**src/rtl/sfifo_param_if.sv**
```systemverilog
`default_nettype none
// ============================================================================
//  Module      : sfifo_param_if
//  Description : Handshake/data bundle for the sfifo_param synchronous FIFO.
//                The master side (producer/consumer agent) drives data_in,
//                push and pop. The slave side (the FIFO) returns read data,
//                the status flags, the occupancy count and the error pulses.
//  Signals     : data_in[DATA_W], push, pop           (master -> slave)
//                data_out[DATA_W], full, empty,
//                almost_full, almost_empty,
//                count[$clog2(DEPTH)+1], overflow,
//                underflow                            (slave -> master)
//  Revision    : 1.0  initial release
// ============================================================================
interface sfifo_param_if #(
  parameter int DATA_W = 8,
  parameter int DEPTH  = 16
);
  localparam int CNT_W = $clog2(DEPTH) + 1;

  logic [DATA_W-1:0] data_in;
  logic              push;
  logic              pop;
  logic [DATA_W-1:0] data_out;
  logic              full;
  logic              empty;
  logic              almost_full;
  logic              almost_empty;
  logic [CNT_W-1:0]  count;
  logic              overflow;
  logic              underflow;

  modport master (
    output data_in, push, pop,
    input  data_out, full, empty, almost_full, almost_empty,
           count, overflow, underflow
  );

  modport slave (
    input  data_in, push, pop,
    output data_out, full, empty, almost_full, almost_empty,
           count, overflow, underflow
  );
endinterface
`default_nettype wire

```
**src/rtl/sfifo_param.sv**
```systemverilog
`default_nettype none
// ============================================================================
//  Module      : sfifo_param
//  Description : Single-clock parametrised FIFO with programmable almost
//                thresholds, occupancy count, registered overflow/underflow
//                pulses and selectable registered or first-word-fall-through
//                read data.
//  Ports       : clk  - clock, rising edge
//                rst  - synchronous reset, active-high
//                bus  - sfifo_param_if.slave (data_in/push/pop in;
//                       data_out/flags/count/error pulses out)
//  Revision    : 1.0  initial release
// ============================================================================
module sfifo_param #(
  parameter int DATA_W    = 8,
  parameter int DEPTH     = 16,
  parameter int AF_THRESH = 12,
  parameter int AE_THRESH = 4,
  parameter int FWFT      = 0
) (
  input  wire          clk,
  input  wire          rst,
  sfifo_param_if.slave bus
);

  localparam int ADDR_W = $clog2(DEPTH);
  localparam int CNT_W  = ADDR_W + 1;

  localparam logic [CNT_W-1:0] DEPTH_C = CNT_W'(DEPTH);
  localparam logic [CNT_W-1:0] AF_C    = CNT_W'(AF_THRESH);
  localparam logic [CNT_W-1:0] AE_C    = CNT_W'(AE_THRESH);

  logic [DATA_W-1:0] mem_q [DEPTH];

  logic [ADDR_W-1:0] wr_ptr_q, wr_ptr_d;
  logic [ADDR_W-1:0] rd_ptr_q, rd_ptr_d;
  logic [CNT_W-1:0]  count_q,  count_d;
  logic              overflow_q,  overflow_d;
  logic              underflow_q, underflow_d;

  logic full;
  logic empty;
  logic pop_ok;
  logic push_ok;

  // Flags come only from the registered count: no push/pop combinational path.
  assign full  = (count_q == DEPTH_C);
  assign empty = (count_q == '0);

  // A full FIFO still accepts a push when a pop frees a slot in the same cycle.
  assign pop_ok  = bus.pop  & ~empty;
  assign push_ok = bus.push & (~full | pop_ok);

  always_comb begin
    wr_ptr_d    = wr_ptr_q;
    rd_ptr_d    = rd_ptr_q;
    count_d     = count_q + CNT_W'(push_ok) - CNT_W'(pop_ok);
    overflow_d  = bus.push & ~push_ok;
    underflow_d = bus.pop  & ~pop_ok;
    if (push_ok) begin
      wr_ptr_d = wr_ptr_q + ADDR_W'(1);
    end
    if (pop_ok) begin
      rd_ptr_d = rd_ptr_q + ADDR_W'(1);
    end
  end

  always_ff @(posedge clk) begin
    if (rst) begin
      wr_ptr_q    <= '0;
      rd_ptr_q    <= '0;
      count_q     <= '0;
      overflow_q  <= 1'b0;
      underflow_q <= 1'b0;
    end else begin
      wr_ptr_q    <= wr_ptr_d;
      rd_ptr_q    <= rd_ptr_d;
      count_q     <= count_d;
      overflow_q  <= overflow_d;
      underflow_q <= underflow_d;
    end
  end

  // Storage is deliberately not cleared by reset; a write is suppressed while
  // reset is asserted so reset dominates a concurrent push.
  always_ff @(posedge clk) begin
    if (!rst && push_ok) begin
      mem_q[wr_ptr_q] <= bus.data_in;
    end
  end

  // Read data. When full with push+pop both pointers address the same slot;
  // both read styles return the old head word because the write only lands
  // at the edge.
  generate
    if (FWFT != 0) begin : g_fwft
      assign bus.data_out = empty ? '0 : mem_q[rd_ptr_q];
    end else begin : g_reg
      logic [DATA_W-1:0] rdata_q;
      always_ff @(posedge clk) begin
        if (rst) begin
          rdata_q <= '0;
        end else if (pop_ok) begin
          rdata_q <= mem_q[rd_ptr_q];
        end
      end
      assign bus.data_out = rdata_q;
    end
  endgenerate

  assign bus.full         = full;
  assign bus.empty        = empty;
  assign bus.almost_full  = (count_q >= AF_C);
  assign bus.almost_empty = (count_q <= AE_C);
  assign bus.count        = count_q;
  assign bus.overflow     = overflow_q;
  assign bus.underflow    = underflow_q;

endmodule
`default_nettype wire

```
**src/flat_wrapper.sv**
```systemverilog
// flat-port wrapper written by rule: the top's interface ports become plain ports
module sfifo_param_flat 
#(
  parameter int DATA_W    = 8,
  parameter int DEPTH     = 16,
  parameter int AF_THRESH = 12,
  parameter int AE_THRESH = 4,
  parameter int FWFT      = 0
)
  (clk, rst, bus_data_in, bus_push, bus_pop, bus_data_out, bus_full, bus_empty, bus_almost_full, bus_almost_empty, bus_count, bus_overflow, bus_underflow);
  sfifo_param_if #(.DATA_W(DATA_W), .DEPTH(DEPTH)) bus_i ();
  input  wire clk;
  input  wire rst;
  input wire logic [$bits(bus_i.data_in)-1:0] bus_data_in;
  input wire logic [$bits(bus_i.push)-1:0] bus_push;
  input wire logic [$bits(bus_i.pop)-1:0] bus_pop;
  output wire logic [$bits(bus_i.data_out)-1:0] bus_data_out;
  output wire logic [$bits(bus_i.full)-1:0] bus_full;
  output wire logic [$bits(bus_i.empty)-1:0] bus_empty;
  output wire logic [$bits(bus_i.almost_full)-1:0] bus_almost_full;
  output wire logic [$bits(bus_i.almost_empty)-1:0] bus_almost_empty;
  output wire logic [$bits(bus_i.count)-1:0] bus_count;
  output wire logic [$bits(bus_i.overflow)-1:0] bus_overflow;
  output wire logic [$bits(bus_i.underflow)-1:0] bus_underflow;
  assign bus_i.data_in = bus_data_in;
  assign bus_i.push = bus_push;
  assign bus_i.pop = bus_pop;
  assign bus_data_out = bus_i.data_out;
  assign bus_full = bus_i.full;
  assign bus_empty = bus_i.empty;
  assign bus_almost_full = bus_i.almost_full;
  assign bus_almost_empty = bus_i.almost_empty;
  assign bus_count = bus_i.count;
  assign bus_overflow = bus_i.overflow;
  assign bus_underflow = bus_i.underflow;
  sfifo_param #(.DATA_W(DATA_W), .DEPTH(DEPTH), .AF_THRESH(AF_THRESH), .AE_THRESH(AE_THRESH), .FWFT(FWFT)) u_core (.clk(clk), .rst(rst), .bus(bus_i));
endmodule
```
**config.mk**
```make
export PLATFORM = sky130hd
export DESIGN_NAME = sfifo_param_flat
export DESIGN_NICKNAME = d
export VERILOG_FILES = /design/src/rtl/sfifo_param_if.sv /design/src/rtl/sfifo_param.sv /design/src/flat_wrapper.sv
export SDC_FILE = /design/constraint.sdc
export NUM_CORES = 1
export LEC_CHECK = 0
export ABC_CLOCK_PERIOD_IN_PS = 2600
export BUFFER_PORTS_ARGS = -buffer_cell sky130_fd_sc_hd__clkbuf_2
export CAP_MARGIN = 30
export CORE_MARGIN = 2
export CORE_UTILIZATION = 55
export CTS_CLUSTER_DIAMETER = 60
export DETAILED_ROUTE_END_ITERATION = 12
export GPL_ROUTABILITY_DRIVEN = 0
export PLACE_DENSITY_LB_ADDON = 0.05
export REMOVE_ABC_BUFFERS = 1
export SKIP_LAST_GASP = 1
export SYNTH_ARGS = -nofsm -noshare
export SYNTH_HDL_FRONTEND = slang
export SYNTH_SLANG_ARGS = --single-unit
```
**constraint.sdc**
```tcl
create_clock -name clk -period 2.6 [get_ports clk]
set_input_delay 0.26 -clock clk [delete_from_list [all_inputs] [get_ports clk]]
set_output_delay 0.26 -clock clk [all_outputs]
set_load 0.05 [all_outputs]
```
Word-level counts from Yosys, hierarchy flattened
Memories as Yosys holds them, arrays and structs flattened. A register that Yosys moved wholly into a read port is not among the register bits.
Index checks and enable logic that the tools add are counted.
{"block": "totals", "mem_bits_rw": 128, "mem_count": 1, "in_bits": 12, "output_inout_bits": 19, "wordCells": 27, "reg_bits": 15}
{"block": "op_classes", "reduce_logical": 3, "bitwise_logic": 9, "eq_ne": 1, "order_cmp": 2, "mux": 2, "addsub": 4}
{"memory": "u_core.mem_q", "words": 16, "word_bits": 8, "read_ports": 1, "rd_clocked_by_memory_dff": 1, "wr": 1, "line_no": "sfifo_param.sv:33", "source": "logic [DATA_W-1:0] mem_q [DEPTH];"}
{"cell": "adder 4 x 1 -> 4 bit, second input constant", "n": 2}
{"cell": "adder 5 x 1 -> 5 bit", "n": 1}
{"cell": "equality test 5 bit, second input constant", "n": 1}
{"cell": "greater-or-equal comparator 5 x 4 -> 1 bit, second input constant", "n": 1}
{"cell": "<= comparator 5 x 3 -> 1 bit, second input constant", "n": 1}
{"cell": "logical NOT 5 bit", "n": 1}
{"cell": "subtractor 5 x 1 -> 5 bit", "n": 1}
{"cell": "AND 1 bit", "n": 4}
{"cell": "NOT 1 bit", "n": 4}
{"cell": "two-way mux 1 bit", "n": 2}
{"cell": "logical AND 1 bit", "n": 1}
{"cell": "logical NOT 1 bit", "n": 1}
{"cell": "bitwise OR 1 bit", "n": 1}

Depth between registers and ports, before layout
Gate-level depths: netlist (run 1).
{"block": "logic_depth", "depth_word": 8, "ltp_mapped": 13, "mapped_depth_nobuf": 13}

Worst setup path after synthesis (run 1)
No wires, ideal clock.
{"block": "synth_path", "kind": "flip-flop to flip-flop", "from": "register u_core.count_q[3] (netlist: u_core.bus.count[3])", "to": "register u_core.count_q[4] (netlist: u_core.bus.count[4])", "path_stages_with_launch": 14, "path_buffers": 0, "synth_period_minus_slack_ns": 2.882, "setup_ns": 0.128, "path_slack_ns": -0.282, "required_time_ns": 2.472, "arrival_time_ns": 2.754, "path_cell_list": "dfxtp_1 -> inv_1 -> ha_1 -> or4b_4 -> nand2_4 -> inv_2 -> ha_1 -> inv_1 -> ha_1 -> fa_1 -> a21oi_1 -> o21bai_1 -> xor2_1 -> nor2_1"}
{"block": "synth_via", "elab_chain_len": 7, "elab_cells_between_ends": 9, "classes_between": "2 x add/sub; 1 x eq/ne; 5 x bitwise; 1 x reduce/logical"}
{"item": "from (decl)", "line_no": "sfifo_param.sv:37", "source": "logic [CNT_W-1:0] count_q, count_d;"}
{"item": "from (signal assigned)", "line_no": "sfifo_param.sv:78", "source": "count_q <= count_d;"}
{"item": "logical NOT 5 bit *", "line_no": "sfifo_param.sv:48", "source": "assign empty = (count_q == '0);"}
{"item": "NOT 1 bit *", "line_no": "sfifo_param.sv:51", "source": "assign pop_ok = bus.pop & ~empty;"}
{"item": "AND 1 bit *", "line_no": "sfifo_param.sv:51"}
{"item": "net u_core.pop_ok", "line_no": "sfifo_param.sv:43", "source": "logic pop_ok;"}
{"item": "bitwise OR 1 bit", "line_no": "sfifo_param.sv:52", "source": "assign push_ok = bus.push & (~full | pop_ok);"}
{"item": "AND 1 bit", "line_no": "sfifo_param.sv:52"}
{"item": "adder 5 x 1 -> 5 bit", "line_no": "sfifo_param.sv:57", "source": "count_d = count_q + CNT_W'(push_ok) - CNT_W'(pop_ok);"}
{"item": "subtractor 5 x 1 -> 5 bit *", "line_no": "sfifo_param.sv:57"}
Mark *: on every way through the listed nets, which the timed path passes. The rest lies on a longest branch.
A chain may end at the register's enable or synchronous reset.

Final worst setup path (run 1)
{"block": "layout_path", "from": "register u_core.count_q[2] (netlist: u_core.bus.count[2])", "to": "register u_core.count_q[4] (netlist: u_core.bus.count[4])"}
The elaborated chain is that of the path after synthesis.

==> results of run 1 <==
## stage by stage
stage,setup slack [ps],cells
5_1_grt,-8.20,554
3_5_place_dp,-42.3,520
2_1_floorplan,-326,317
4_1_cts,19.3,552
3_3_place_gp,46.1,520
6_report,99.6,554
## worst max-delay path: stages, from the launching register on
cell and delay, ps:
dfxtp_2 320, inv_2 70, ha_4 130, or4b_4 480
nand2_4 80, inv_2 50, ha_4 250, inv_2 40
ha_4 160, fa_2 380, a21oi_2 130, o21bai_1 100
xor2_1 160, nor2_1 50
## cell type report
class / instances / area (um^2) / share of cell area
flip-flops and latches: 151 / 4310 / 0.584
multi-input cells: 151 / 1780 / 0.241
repair buffers: 65 / 438 / 0.0593
clock buffers: 18 / 429 / 0.0581
clock inverters: 14 / 194 / 0.0263
well taps: 140 / 175 / 0.0237
inverters: 15 / 56.3 / 0.00763
## Yosys cell counts, drive strengths merged
master | n | share of area
nand4bb | 1 | 0.0018
a211oi | 2 | 0.0032
or3 | 2 | 0.0028
nand3b | 9 | 0.013
nor3 | 5 | 0.0072
nor4 | 1 | 0.0010
a221o | 1 | 0.0016
clkbuf | 2 | 0.0012
o221ai | 8 | 0.019
a32o | 1 | 0.0016
buf | 14 | 0.020
o21ai | 2 | 0.0016
o21bai | 1 | 0.0012
fa | 1 | 0.0032
nand2 | 9 | 0.0082
a21oi | 4 | 0.0032
nand2b | 2 | 0.0020
dfxtp | 23 | 0.074
a21o | 1 | 0.0012
nand3 | 3 | 0.0024
or4b | 1 | 0.0022
inv | 15 | 0.0090
nor2b | 2 | 0.0020
xor2 | 3 | 0.0042
mux4 | 32 | 0.12
o211ai | 1 | 0.0012
ha | 15 | 0.030
edfxtp | 128 | 0.62
xnor2 | 5 | 0.0070
nor2 | 22 | 0.013
mux2i | 17 | 0.027
## metal layers
| layer | share of wire | up-vias | GRT usage | routed length (um) |
|---|---|---|---|---|
| li1 | - | 1445 | - | - |
| met1 | 0.45 | 1654 | 0.287 | 5460 |
| met2 | 0.49 | 79 | 0.324 | 5920 |
| met3 | 0.045 | 13 | 0.0604 | 537 |
| met4 | 0.012 | 0 | 0.0767 | 141 |
| met5 | 0 | - | 0 | 0 |
## path summary, 6_finish.rpt
check	cells after the start	slack, ps	endpoint	start
max	13	100	u_core.bus.count[4]$_SDFF_PP0_	u_core.bus.count[2]$_SDFF_PP0_
min	2	130	u_core.bus.overflow$_SDFF_PP0_	bus_pop
max reg2reg	13	100	u_core.bus.count[4]$_SDFF_PP0_	u_core.bus.count[2]$_SDFF_PP0_
min reg2reg	2	510	u_core.bus.data_out[7]$_SDFFE_PP0P_	u_core.bus.data_out[7]$_SDFFE_PP0P_
## logic make-up (layout without fill, tap and decap cells)
| kind of cell | count (synthesis) | count (layout) |
|---|---|---|
| DFF | 151 | 151 |
| buffers and inverters | 31 | 112 |
| xor gates and xnor gates | 8 | 8 |
| AOI/OAI and AO/OA | 21 | 21 |
| muxes | 49 | 49 |
| and+or+nand+nor | 57 | 57 |
| adders and majority gates | 16 | 16 |
## power by group through the flow
| stage | sequential [mW] | clock [mW] | combinational [mW] |
|---|---|---|---|
| finish | 2.80 | 2.59 | 1.83 |
| CTS | 2.80 | 2.62 | 1.77 |
| detailed placement | 2.85 | 0 | 1.75 |
| global placement | 2.84 | 0 | 1.72 |
| floorplan | 3.19 | 0 | 0.893 |
| global route | 2.81 | 2.73 | 1.98 |
## flip-flops by register name, summed over array words and instances, names as in the netlist
name / cells
u_core.mem_q: 128
u_core.bus.data_out: 8
u_core.bus.count: 5
u_core.rd_ptr_q: 4
u_core.wr_ptr_q: 4
u_core.bus.overflow: 1
u_core.bus.underflow: 1
## repair_timing
action | 4_1_cts | 5_1_grt
buffers inserted | 0 | 2
cloned | 0 | 0
setup endpoints to repair | 1 | 1
endpoints found under the hold margin | 0 | 0
pin swaps | 0 | 5
resized for setup | 2 | 10
==> impl_metrics.ini, run 1 <==
[worst_setup_path]
path_max_fanout = 2
crit_arrival_ps = 2800
cp.required_ps = 2900
cp-end-kind = register
path_class = register to register
cp-start-kind = register

[global_route]
grt_pass1_wl_um = 18500
grt_max_degree = 36
antenna_found_initial = 0
grt_pass1_vias = 3244
grt_util_all_layers = 0.209
grt_overflow = 0

[die]
coreArea_mm2 = 0.0109
io_pins = 31
die-width_um = 110
rows = 38
dieArea_mm2 = 0.0122
die_height_um = 110
start_util = 0.570

[sta]
fin_crit_ps = 2500
setup_tns_ps = 0
finClkSkew_ps = 27.0
post-route-period-util = 0.962
worstMarginPinSlew_ps = 508
setup_viol = 0
slew_headroom = 0.661
holdWs_ps = 135
fmax_mhz = 400
drv_slew = 0
hold_viol = 0

[layout]
final_core_util = 0.675
final_cell_mix = 128 x edfxtp_1, 33 x buf_4, 30 x mux4_2, 30 x clkbuf_2, 22 x nor2_1
nFillCells = 762
antenna_cells = 0
area_delta_synth_final_pct = 18.4
nets = 429
final_common_cell = edfxtp_1
fin_area_mm2 = 0.00738
drive_gt1_frac = 0.384

[run_status]
status = finished, final reports clean

[logic_synthesis]
synth_cell_types = 43
synth-simple-area-share = 0.0558
synthAdderAreaFrac = 0.0333
synth.avg_cell_area_um2 = 18.7
synth_mux_area_frac = 0.144
synth_top_family_by_area = multiplexers
post_synth_instance_area_mm2 = 0.00623
synth_compound_area_frac = 0.0341
synth_xor_area_frac = 0.0112
yosysWarnings = 0
ys_seq_area_frac = 0.691
synth_seq_cells = 151
syn-instance-count = 333

[cts]
cts_buffers = 17
clockBufferDepth = 2
clock_latency_ps = 440
cts_tree = done
cts.clk_slew.worst_paths_ps = 60
cts_htree_levels = 4
cts_sinks = 151
cts_root_buf = clkbuf_16
hold_buffers = 0

[placed_design]
dpl.hpwl_um = 7520
portBuffers = 30
dpl_cell_area_mm2 = 0.00670

[power]
leakage_nw = 2.57
ir_worst_vdd_uv = 761
internal_power_mw = 5.08
switching_power_mw = 2.14
finalPower_mw = 7.22
comb_power_share = 0.254
seqPwrFrac = 0.388
swShare = 0.297
clkPwrFrac = 0.359
p_per_area_mw_per_mm2 = 978

[route]
drt_iter0_markers = 247
drc_errors = 0
vias_per_cell = 5.76
vias = 3191
dr.pass1.iters = 5
drt-total-wl_um = 12100
wl_per_cell_um = 21.8
ant_nets = 0

[worst_hold_path]
worstHoldPathType = input pin to register

[run]
drv_cap = 0
Note: power is estimated with default switching activity, not from simulation.
==> run 2: changes to the inputs <==
Settings changed: SETUP_SLACK_MARGIN from default to 0.4.
==> run 2 against run 1 <==
Compared with the run above: first-iteration DRC count decreased by 1.6%; final cell count increased by 1.8%; final area increased by 2.4%; critical endpoint unchanged; critical path type unchanged; register-to-register slack improved by 20 ps; via count increased by 0.91%; highest routed layer unchanged; non-clock buffer count increased by 10; largest power group unchanged.
==> impl_metrics.ini, run 2 (synthesis gave the netlist of run 1 again) <==
[route]
dr.pass1.iters = 4
vias_per_cell = 5.71
vias = 3220
drc_errors = 0
wl_per_cell_um = 21.7
drt-total-wl_um = 12200
ant_nets = 0
drt_iter0_markers = 243

[layout]
final_common_cell = edfxtp_1
antenna_cells = 0
nFillCells = 733
area_delta_synth_final_pct = 21.3
top_register = u_core.mem_q
largest_register_ffs = 128
nets = 439
final_cell_mix = 128 x edfxtp_1, 38 x buf_4, 30 x mux4_2
drive_gt1_frac = 0.415

[worst_setup_path]
cp-start-kind = register
path_buf_inv = 3
worstPathCellList = inv_2, ha_4, or4b_4, nand2_4, inv_4, ha_4, inv_2, ha_4, fa_2, a21oi_2, o21bai_1, xor2_1, nor2_1
startpoint = u_core.bus.count[2]$_SDFF_PP0_
cp-end-kind = register
cp.required_ps = 2900
critPathMaxStageDelay_ps = 480
crit_arrival_ps = 2780
critPathMostFrequentCell = ha_4
crit_path_top_delay_cell = or4b_4
path_max_fanout = 2
path_class = register to register
critical_path.top_delay_family = adder cells
r2r-start = u_core.bus.count[2]$_SDFF_PP0_

[cts]
clock_latency_ps = 430
cts.clk_slew.worst_paths_ps = 60
cts_buffers = 17
clockBufferDepth = 2
cts_sinks = 151
cts_htree_levels = 4
cts_tree = done
cts_root_buf = clkbuf_16

[worst_hold_path]
holdCritStartpoint = bus_pop
worstHoldPathType = input pin to register

[placed_design]
dpl.hpwl_um = 7520
place_ws_ps = -42.3
portBuffers = 30

[die]
start_util = 0.570
io_pins = 31
rows = 38
coreArea_mm2 = 0.0109
die-width_um = 110
die_height_um = 110
dieArea_mm2 = 0.0122

[sta]
holdWs_ps = 126
fmax_mhz = 404
rsz0062_at_grt = yes
slew_headroom = 0.610
post-route-period-util = 0.953
finClkSkew_ps = 10.7
setup_ws_ps = 123
fin_crit_ps = 2480
setup_viol = 0
hold_viol = 0
worstMarginPinSlew_ps = 584
drv_slew = 0

[global_route]
grt_pass1_vias = 3311
grt_max_degree = 36
antenna_found_initial = 0
grt_overflow = 0
grt_pass1_wl_um = 18900
grt_util_all_layers = 0.212

[power]
leakage_nw = 2.63
p_per_area_mw_per_mm2 = 977
ir_worst_vdd_uv = 776

[run_status]
status = finished, final reports clean

[run]
drv_cap = 0
## run 2: final timing paths
kind                                                             to  slack (ps)  cells after the start
worst max-delay path                 u_core.bus.count[4]$_SDFF_PP0_         120                     13
worst min-delay path                 u_core.bus.overflow$_SDFF_PP0_         130                      2
worst max register to register       u_core.bus.count[4]$_SDFF_PP0_         120                     13
worst min register to register  u_core.bus.data_out[7]$_SDFFE_PP0P_         510                      2
## run 2: cell type report
cell class | count | area [um^2] | share of cell area
multi-input cells | 151 | 1860 | 0.246
inverters | 15 | 61.3 | 0.00811
well taps | 140 | 175 | 0.0232
clock buffers | 18 | 429 | 0.0568
flip-flops and latches | 151 | 4310 | 0.570
clock inverters | 14 | 194 | 0.0257
repair buffers | 75 | 532 | 0.0704
## run 2: timing repair
item                       in CTS  in global routing
setup endpoints to repair      51                 46
hold buffers                    0                  0
gates resized for setup        15                 19
hold endpoints to repair        0                  0
pin swaps                       8                 12
setup buffers                   6                  6
## run 2: power by group
part | internal (mW) | switching [mW] | leakage [nW]
Clock | 1.61 | 0.970 | 0.304
Sequential | 2.74 | 0.0587 | 1.34
Combinational | 0.835 | 1.17 | 0.983
Total | 5.19 | 2.19 | 2.63
## run 2: per-layer routing
| metal | part of all wire | routed length, um | track usage | vias to the layer above |
|---|---|---|---|---|
| met5 | 0 | 0 | 0 | - |
| met4 | 0.013 | 165 | 0.0758 | 0 |
| met3 | 0.049 | 605 | 0.0615 | 18 |
| met2 | 0.49 | 6050 | 0.333 | 86 |
| met1 | 0.44 | 5420 | 0.288 | 1647 |
| li1 | - | - | - | 1469 |
## run 2: stage by stage
stage | power [mW] | TNS, ps | area (um^2) | cells | utilization
2_1_floorplan | 4.09 | -10820 | 6100 | 317 | -
3_3_place_gp | 4.56 | 0 | 6700 | 520 | 0.612
3_5_place_dp | 4.59 | -42.3 | 6700 | 520 | 0.612
4_1_cts | 7.30 | 0 | 7430 | 558 | 0.679
5_1_grt | 7.68 | 0 | 7560 | 564 | 0.691
6_report | 7.39 | 0 | 7560 | 564 | 0.691
